[config.mk]
export PLATFORM = sky130hd
export DESIGN_NAME = cluster_count_tree
export DESIGN_NICKNAME = d
export VERILOG_FILES = /design/src/rtl/cluster_count_tree_pkg.sv /design/src/rtl/cluster_count_tree_popcount6.sv /design/src/rtl/cluster_count_tree.sv
export SDC_FILE = /design/constraint.sdc
export NUM_CORES = 2
export LEC_CHECK = 0
export ABC_AREA = 0
export CAP_MARGIN = 10
export CELL_PAD_IN_SITES_DETAIL_PLACEMENT = 1
export CELL_PAD_IN_SITES_GLOBAL_PLACEMENT = 2
export CORE_MARGIN = 2
export CORE_UTILIZATION = 40
export CTS_CLUSTER_SIZE = 24
export DETAILED_ROUTE_END_ITERATION = 10
export GPL_TIMING_DRIVEN = 0
export PLACE_DENSITY_LB_ADDON = 0.1
export SLEW_MARGIN = 20
export SYNTH_ARGS = -nofsm -noshare
export SYNTH_HDL_FRONTEND = slang
export SYNTH_SLANG_ARGS = --single-unit
export TNS_END_PERCENT = 1
[constraint.sdc]
create_clock -name clock -period 5 [get_ports clock]
set_input_delay 1 -clock clock [delete_from_list [all_inputs] [get_ports clock]]
set_output_delay 1 -clock clock [all_outputs]
set_load 0.03 [all_outputs]
[src/rtl/cluster_count_tree_pkg.sv]
// Shared constants and elaboration-time helpers for cluster_count_tree.
// LEAF_W  : bits popcounted per leaf
// LEAF_CW : leaf count width (0..6 fits in 3 bits)
// clog2 / nleaf / nstg / cnt_w / nodes_at : geometry derived from WIDTH
package cluster_count_tree_pkg;

  localparam int LEAF_W  = 6;
  localparam int LEAF_CW = 3;

  function automatic int clog2(input int v);
    int r;
    r = 0;
    while ((1 << r) < v) r++;
    return r;
  endfunction

  // number of 6-bit leaves
  function automatic int nleaf(input int width);
    return (width + LEAF_W - 1) / LEAF_W;
  endfunction

  // number of adder-tree levels above the leaves
  function automatic int nstg(input int width);
    return clog2(nleaf(width));
  endfunction

  // width of a count that can hold 0..width
  function automatic int cnt_w(input int width);
    return clog2(width + 1);
  endfunction

  // elements at tree level lvl (0 = leaves)
  function automatic int nodes_at(input int n, input int lvl);
    return (n + (1 << lvl) - 1) >> lvl;
  endfunction

endpackage

[src/rtl/cluster_count_tree_popcount6.sv]
// Registered 6-bit popcount leaf.
// clock/reset : rising edge, synchronous active-high reset
// bits        : 6 input flags
// cnt         : number of set bits, one cycle later
module popcount6
  import cluster_count_tree_pkg::*;
(
  input  logic               clock,
  input  logic               reset,
  input  logic [LEAF_W-1:0]  bits,
  output logic [LEAF_CW-1:0] cnt
);

  logic [LEAF_CW-1:0] sum;

  always_comb begin
    sum = '0;
    for (int i = 0; i < LEAF_W; i++) sum = sum + LEAF_CW'(bits[i]);
  end

  always_ff @(posedge clock) begin
    if (reset) cnt <= '0;
    else       cnt <= sum;
  end

endmodule

[src/rtl/cluster_count_tree.sv]
// Pipelined population count of a wide valid-flag word with threshold
// overflow detection, running peak and saturating overflow-event counter.
// clock, reset : rising edge, synchronous active-high reset
// vpfs_i       : WIDTH flag bits, one word per cycle (fully streaming)
// valid_i      : qualifies vpfs_i
// thresh_i     : overflow threshold, travels with its word
// clear_i      : clears peak_o / ovf_cnt_o (applied before same-cycle update)
// cnt_o        : popcount, LATENCY = NSTG+3 cycles after input
// valid_o      : valid_i delayed by LATENCY
// overflow_o   : cnt_o > threshold of the same word
// peak_o       : max valid cnt_o since reset/clear
// ovf_cnt_o    : saturating count of valid overflowing words
module cluster_count_tree
  import cluster_count_tree_pkg::*;
#(
  parameter  int WIDTH     = 768,
  parameter  int OVF_CNT_W = 16,
  localparam int CNT_W     = cnt_w(WIDTH)
) (
  input  logic                 clock,
  input  logic                 reset,
  input  logic [WIDTH-1:0]     vpfs_i,
  input  logic                 valid_i,
  input  logic [CNT_W-1:0]     thresh_i,
  input  logic                 clear_i,
  output logic [CNT_W-1:0]     cnt_o,
  output logic                 valid_o,
  output logic                 overflow_o,
  output logic [CNT_W-1:0]     peak_o,
  output logic [OVF_CNT_W-1:0] ovf_cnt_o
);

  localparam int NLEAF  = nleaf(WIDTH);
  localparam int NSTG   = nstg(WIDTH);
  localparam int STAGES = NSTG + 2;          // vld_pipe[STAGES] is the output stage
  localparam int ROOT_W = LEAF_CW + NSTG;
  localparam int PAD_W  = NLEAF * LEAF_W;
  localparam logic [OVF_CNT_W-1:0] OVF_MAX = '1;

  // Input register kept distinct so fan-out duplication is not merged away.
  (* keep = "true" *) logic [WIDTH-1:0] vpf_q;
  logic [STAGES:0]               vld_pipe;
  logic [NSTG+1:0][CNT_W-1:0]    thr_pipe;  // thr_pipe[k] aligned with stage k

  always_ff @(posedge clock) begin
    if (reset) begin
      vpf_q    <= '0;
      vld_pipe <= '0;
      thr_pipe <= '0;
    end else begin
      vpf_q    <= vpfs_i;
      vld_pipe <= {vld_pipe[STAGES-1:0], valid_i};
      thr_pipe <= {thr_pipe[NSTG:0], thresh_i};
    end
  end

  logic [PAD_W-1:0] pad;
  assign pad = PAD_W'(vpf_q);

  // Level 0 = leaves, level l holds ceil(NLEAF/2^l) sums of width 3+l.
  for (genvar l = 0; l <= NSTG; l++) begin : g_lvl
    localparam int N = nodes_at(NLEAF, l);
    localparam int W = LEAF_CW + l;
    logic [N-1:0][W-1:0] sum;

    if (l == 0) begin : g_leaf
      for (genvar i = 0; i < N; i++) begin : g_pc
        popcount6 u_pc (
          .clock (clock),
          .reset (reset),
          .bits  (pad[i*LEAF_W +: LEAF_W]),
          .cnt   (sum[i])
        );
      end
    end else begin : g_add
      // Previous level zero-extended to an even count: an odd last
      // element is simply added to zero.
      logic [2*N-1:0][W-2:0] prev;
      assign prev = (2*N*(W-1))'(g_lvl[l-1].sum);

      always_ff @(posedge clock) begin
        if (reset) sum <= '0;
        else
          for (int i = 0; i < N; i++)
            sum[i] <= W'(prev[2*i]) + W'(prev[2*i+1]);
      end
    end
  end

  // Root never exceeds WIDTH, so the low CNT_W bits carry the full value.
  logic [ROOT_W-1:0] root;
  logic [CNT_W-1:0]  root_cnt;
  assign root     = g_lvl[NSTG].sum[0];
  assign root_cnt = root[CNT_W-1:0];

  always_ff @(posedge clock) begin
    if (reset) begin
      cnt_o      <= '0;
      overflow_o <= 1'b0;
    end else begin
      cnt_o      <= root_cnt;
      overflow_o <= root_cnt > thr_pipe[NSTG+1];
    end
  end

  assign valid_o = vld_pipe[STAGES];

  // Statistics: clear first, then fold in the word on the output.
  logic [CNT_W-1:0]     peak_nxt;
  logic [OVF_CNT_W-1:0] ovf_nxt;

  always_comb begin
    peak_nxt = clear_i ? '0 : peak_o;
    ovf_nxt  = clear_i ? '0 : ovf_cnt_o;
    if (valid_o) begin
      if (cnt_o > peak_nxt) peak_nxt = cnt_o;
      if (overflow_o && ovf_nxt != OVF_MAX) ovf_nxt = ovf_nxt + OVF_CNT_W'(1);
    end
  end

  always_ff @(posedge clock) begin
    if (reset) begin
      peak_o    <= '0;
      ovf_cnt_o <= '0;
    end else begin
      peak_o    <= peak_nxt;
      ovf_cnt_o <= ovf_nxt;
    end
  end

endmodule

---- Word-level counts from Yosys, hierarchy flattened ----
Index checks and enable logic that the tools add are counted.
word-level totals
  register bits after elaboration ......... 1917
  logic and storage cells ................. 1048
cells by class
  add/subtract/negate cells ............... 768
  magnitude comparators ................... 2
  equal/unequal tests ..................... 1
  muxes and demuxes ....................... 6
  reductions and logical operators ........ 1
operators with widths
  kind                     number
  $add A3 B1 Y3            512
  $add A1 B1 Y2            128
  $add A3 B3 Y4            64
  $add A4 B4 Y5            32
  $add A5 B5 Y6            16
  $add A6 B6 Y7            8
  $mux W16                 3
  $add A7 B7 Y8            4
  $mux W10                 3
  $gt A10 B10 Y1           2
  $add A8 B8 Y9            2
  $add A16 B1 Y16 const B  1
  $ne A16 B16 Y1 const B   1
  $add A9 B9 Y10           1
  $logic_and A1 B1 Y1      1

---- Longest topological paths before layout ----
  depth after elaboration ................. 5
  depth in mapped cells ................... 11

---- Hierarchy ----
A second synthesis with hierarchy kept.
unflattened totals
  cells, all modules ...................... 7647
  area total of the unflattened synthesis .. 80470.9 µm²
modules (own cells, without submodules)
  module                                         times used  cells each  area an instance (µm²)  seq. area each (µm²)
  cluster_count_tree                             1           5346        57259.9                 30689.4
  popcount6 at g_lvl[0].g_leaf.g_pc[0].u_pc ...  127         18          181.4                   60.1
  popcount6 at g_lvl[0].g_leaf.g_pc[9].u_pc      1           15          170.2                   60.1

---- Worst setup path after synthesis ----
No wires, ideal clock.
  kind .................................... input -> register
  from .................................... in clear_i
  to ...................................... reg peak_o[1]
  setup time .............................. 116 ps
  arrival ................................. 2960 ps
  slack ................................... 1924 ps
  cell stages on the path ................. 10
  path buffers ............................ 2
  cell sequence ........................... buf_6 inv_1 clkbuf_8 nand2_1 ha_1 a211oi_1 nor2_1 a2111oi_0 nor2_1 a31o_2
between the ends
  cells in the longest elaborated chain, start to end .. 4
ends and longest elaborated chain
  element                 line                       source
  start: declaration      cluster_count_tree.sv:25   input logic clear_i,
  $mux W10 (*)            cluster_count_tree.sv:113  peak_nxt = clear_i ? '0 : peak_o;
  $gt A10 B10 Y1          cluster_count_tree.sv:116  if (cnt_o > peak_nxt) peak_nxt = cnt_o;
  $mux W10                cluster_count_tree.sv:116
  $mux W10 (*)            cluster_count_tree.sv:115  if (valid_o) begin
  end signal: assignment  cluster_count_tree.sv:126  peak_o <= peak_nxt;
  end: declaration        cluster_count_tree.sv:29   output logic [CNT_W-1:0] peak_o,
Every way passes the cells marked *; elsewhere a longest branch is shown, timed or not.
A chain may end at the register's enable or synchronous reset.

---- Final worst setup path ----
  from .................................... in clear_i
  to ...................................... reg peak_o[6]
Same word-level chain as after synthesis.

==> impl_metrics.toml <==
[status]
status = "finished, final reports clean"

[floorplan]
die_area_sq_um = 201300
coreArea_sq_um = 197000
start_util_pct = 40.15
dieHeight_microns = 448.7
boundaryPins = 820
dieWidth_microns = 448.7
placementRows = 163

[routing]
drc = 0
num_vias = 49720
wl_per_cell_microns = 17.94
viasPerCell = 4.455
wl_microns = 200200
dr.pass1.iters = 5
drtIter0Drc = 1356
antenna_left = 0

[timing]
post-route-period-util_pct = 72.27
report.final.setup_viol = 0
hold_viol_final = 0
worstMarginPinSlew_ns = 1.168
report.final.slew_viol_count = 0
setup_tns_ns = 0
min_period_ns = 3.613
grt_setup_unrepaired = "no"
fin_skew_ns = 0.02903
fmax_mhz = 276.7
slew_headroom_pct = 22.12

[pwr]
clkPwrFrac_pct = 41.0
ir_worst_vdd_uv = 358.8
combPwrFrac_pct = 14.1
power_density_nw_per_um2 = 393.8
power_frac_seq_pct = 44.8
power_uw = 38560
p_sw_uw = 9685
p_sw_share_pct = 25.12
leakagePower_uw = 0.04393
power.internal_uw = 28870

[worst_hold_path]
min_path_type = "flop to flop"

[synthesis]
synthXorXnorAreaFrac_pct = 1.949
yosys_warnings = 0
synth_area_per_cell_sq_um = 10.84
ys_seq_area_share_pct = 48.52
synthAdderAreaFrac_pct = 23.21
netlist_area_sq_um = 79100
ys_ff_latch = 1917
synth_nets = 9240
yosys.area_share.simple_pct = 15.31
syn_inst = 7297
async_flop_share_pct = 0
synth-compound-area-share_pct = 4.416
synth_top_family_by_area = "adder cells"
synth_mux_area_share_pct = 0.06802
yosys_most_used_dff = "dfxtp_1"
synth_enable_flop_cells = 0
yosysUniqueCellTypes = 65

[clock_network]
cts_resized = 0
cts_root_buffer = "clkbuf_16"
cts_max_level = 4
cts_tree = "done"
cts.path.max_buffers = 3
cts_made_buffers = 209
postCtsHoldBufs = 0
cts_setup_buffers = 0
clock_latency_ns = 0.83
cts_sinks = 1917
clkSlewWorstSetupHoldPaths_ns = 0.06

[final_layout]
nets = 10270
fillers = 21290
multiInputGateArea_sq_um = 35560
layout_commonest_cell = "dfxtp_1"
areaGrowthSynthToFinish_pct = 23.80
final_cell_mix = "1917 x dfxtp_1, 1487 x nor2b_1, 1139 x inv_1"
drive_gt1_share_pct = 4.781
ff_latch_area_sq_um = 38380

[worst_setup_path]
rr_worst_depth = 7
setup.worst_path.end = "peak_o[6]"
timing_worst_setup_path_type = "input pin to flop"
crit_start = "clear_i"
r2r-end = "peak_o[6]"
cp.arrival_ns = 4.32
timing.rr.start = "peak_o[7]"
worstPathRequired_ns = 5.70
start_kind = "input pin"
crit_fanout = 10
reg2reg_setup_slack_ns = 2.50
cp-end-kind = "flop"

[grt]
grt_pass1_wl_microns = 313500
grt_max_degree = 17
gr-total-overflow = 0
grt_use_total_pct = 20.10
grt_pass1_vias = 56350
antenna_found_initial = 29

[place]
hpwl_microns = 157800
port_buffers = 818
gp_congestion = 0.8137

[run]
cap_violations = 0
## cells in the mapped netlist (all sizes together), types with 4 or more instances
master / instances / area [sq um]
a31o: 9 / 78.83
buf: 8 / 37.54
a2111oi: 4 / 53.80
nand4: 9 / 62.56
nor4: 9 / 77.57
a21boi: 14 / 105.1
nor3b: 11 / 82.58
or2: 6 / 37.54
o21a: 8 / 60.06
or3: 4 / 26.28
o31ai: 4 / 30.03
o21ai: 75 / 375.4
or4b: 8 / 80.08
o311ai: 5 / 43.79
fa: 511 / 10230
clkbuf: 215 / 847.1
inv: 1139 / 4275
nand4b: 10 / 102.6
xnor2: 44 / 385.4
a211oi: 26 / 195.2
nand2: 36 / 135.1
a31oi: 12 / 75.07
nor2: 431 / 1618
nand2b: 8 / 57.55
nor3: 72 / 365.3
dfxtp: 1917 / 38380
ha: 650 / 8133
xor2: 132 / 1156
o21bai: 18 / 135.1
a21oi: 219 / 1100
nand3: 15 / 75.07
a21o: 152 / 1141
nor2b: 1488 / 9311
## worst min-delay path by stage
stage	depth (start not counted)	slack, ns	from	end
after floorplan	1	0.41	thr_pipe[0]	thr_pipe[10]
after global placement	1	0.42	thr_pipe[59]	thr_pipe[69]
after detailed placement	1	0.43	thr_pipe[39]	thr_pipe[49]
after CTS	1	0.44	thr_pipe[51]	thr_pipe[61]
after global routing	1	0.46	thr_pipe[4]	thr_pipe[14]
final	1	0.44	thr_pipe[51]	thr_pipe[61]
## cell type report
| cell class | instances | share of cell area (%) |
|---|---|---|
| Tap cell | 2640 | 3.373 |
| Timing Repair Buffer | 823 | 8.465 |
| Antenna cell | 9 | 0.02300 |
| Clock buffer | 329 | 6.556 |
| Sequential cell | 1917 | 39.19 |
| Buffer | 223 | 0.9289 |
| Multi-Input combinational cell | 4017 | 36.31 |
| Inverter | 1140 | 4.370 |
| Clock inverter | 63 | 0.7807 |
## power by group through the flow
| stage | Clock (uW) | Sequential [uW] | Combinational [uW] |
|---|---|---|---|
| 2_1_floorplan | 0 | 17400 | 3270 |
| 3_3_place_gp | 0 | 17600 | 5480 |
| 3_5_place_dp | 0 | 17600 | 5570 |
| 4_1_cts | 16300 | 17300 | 5660 |
| 5_1_grt | 16900 | 17400 | 6330 |
| 6_report | 15800 | 17300 | 5450 |
## critical path: stages
cell	delay, ns
clkdlybuf4s50_1	0.57
buf_6	0.24
inv_1	0.18
clkbuf_8	0.24
nand2_1	0.10
ha_1	0.31
a211oi_1	0.25
nor2_1	0.09
a2111oi_0	0.63
nor2_1	0.35
a31o_2	0.33
## cells by family after synthesis
family,Yosys count
buffers and inverters,1363
DFF,1917
AOI/OAI and AO/OA,558
muxes,5
and+or+nand+nor,2117
adders and majority gates,1161
xor gates and xnor gates,176
## state kept, by name, summed over array words and instances (netlist names)
| signal | count |
|---|---|
| g_lvl.g_leaf.g_pc.u_pc.cnt | 384 |
| g_lvl.sum | 628 |
| thr_pipe | 90 |
| ovf_cnt_o | 16 |
| cnt_o | 10 |
| overflow_o | 1 |
| vld_pipe | 10 |
| peak_o | 10 |
| vpf_q | 768 |
## stage by stage
step,std cells,setup WS (ns),utilization [%],hold WS [ns],cell area [sq um]
2_1_floorplan,7297,1.924,-,0.4138,79100
3_3_place_gp,10760,-0.1838,45.98,0.4184,90590
3_5_place_dp,10760,0.6313,46.05,0.4274,90720
4_1_cts,11150,1.516,49.69,0.4434,97900
5_1_grt,11160,1.315,49.70,0.4565,97920
6_report,11160,1.387,49.71,0.4369,97930
## routing by layer
layer	share of wire, %	up-vias	GRT usage [%]
li1	-	24410	-
met1	44	24250	25.22
met2	50	739	35.59
met3	3.2	303	3.192
met4	2.6	16	5.598
met5	0.046	-	0
Note: power is estimated with default switching activity, not from simulation.
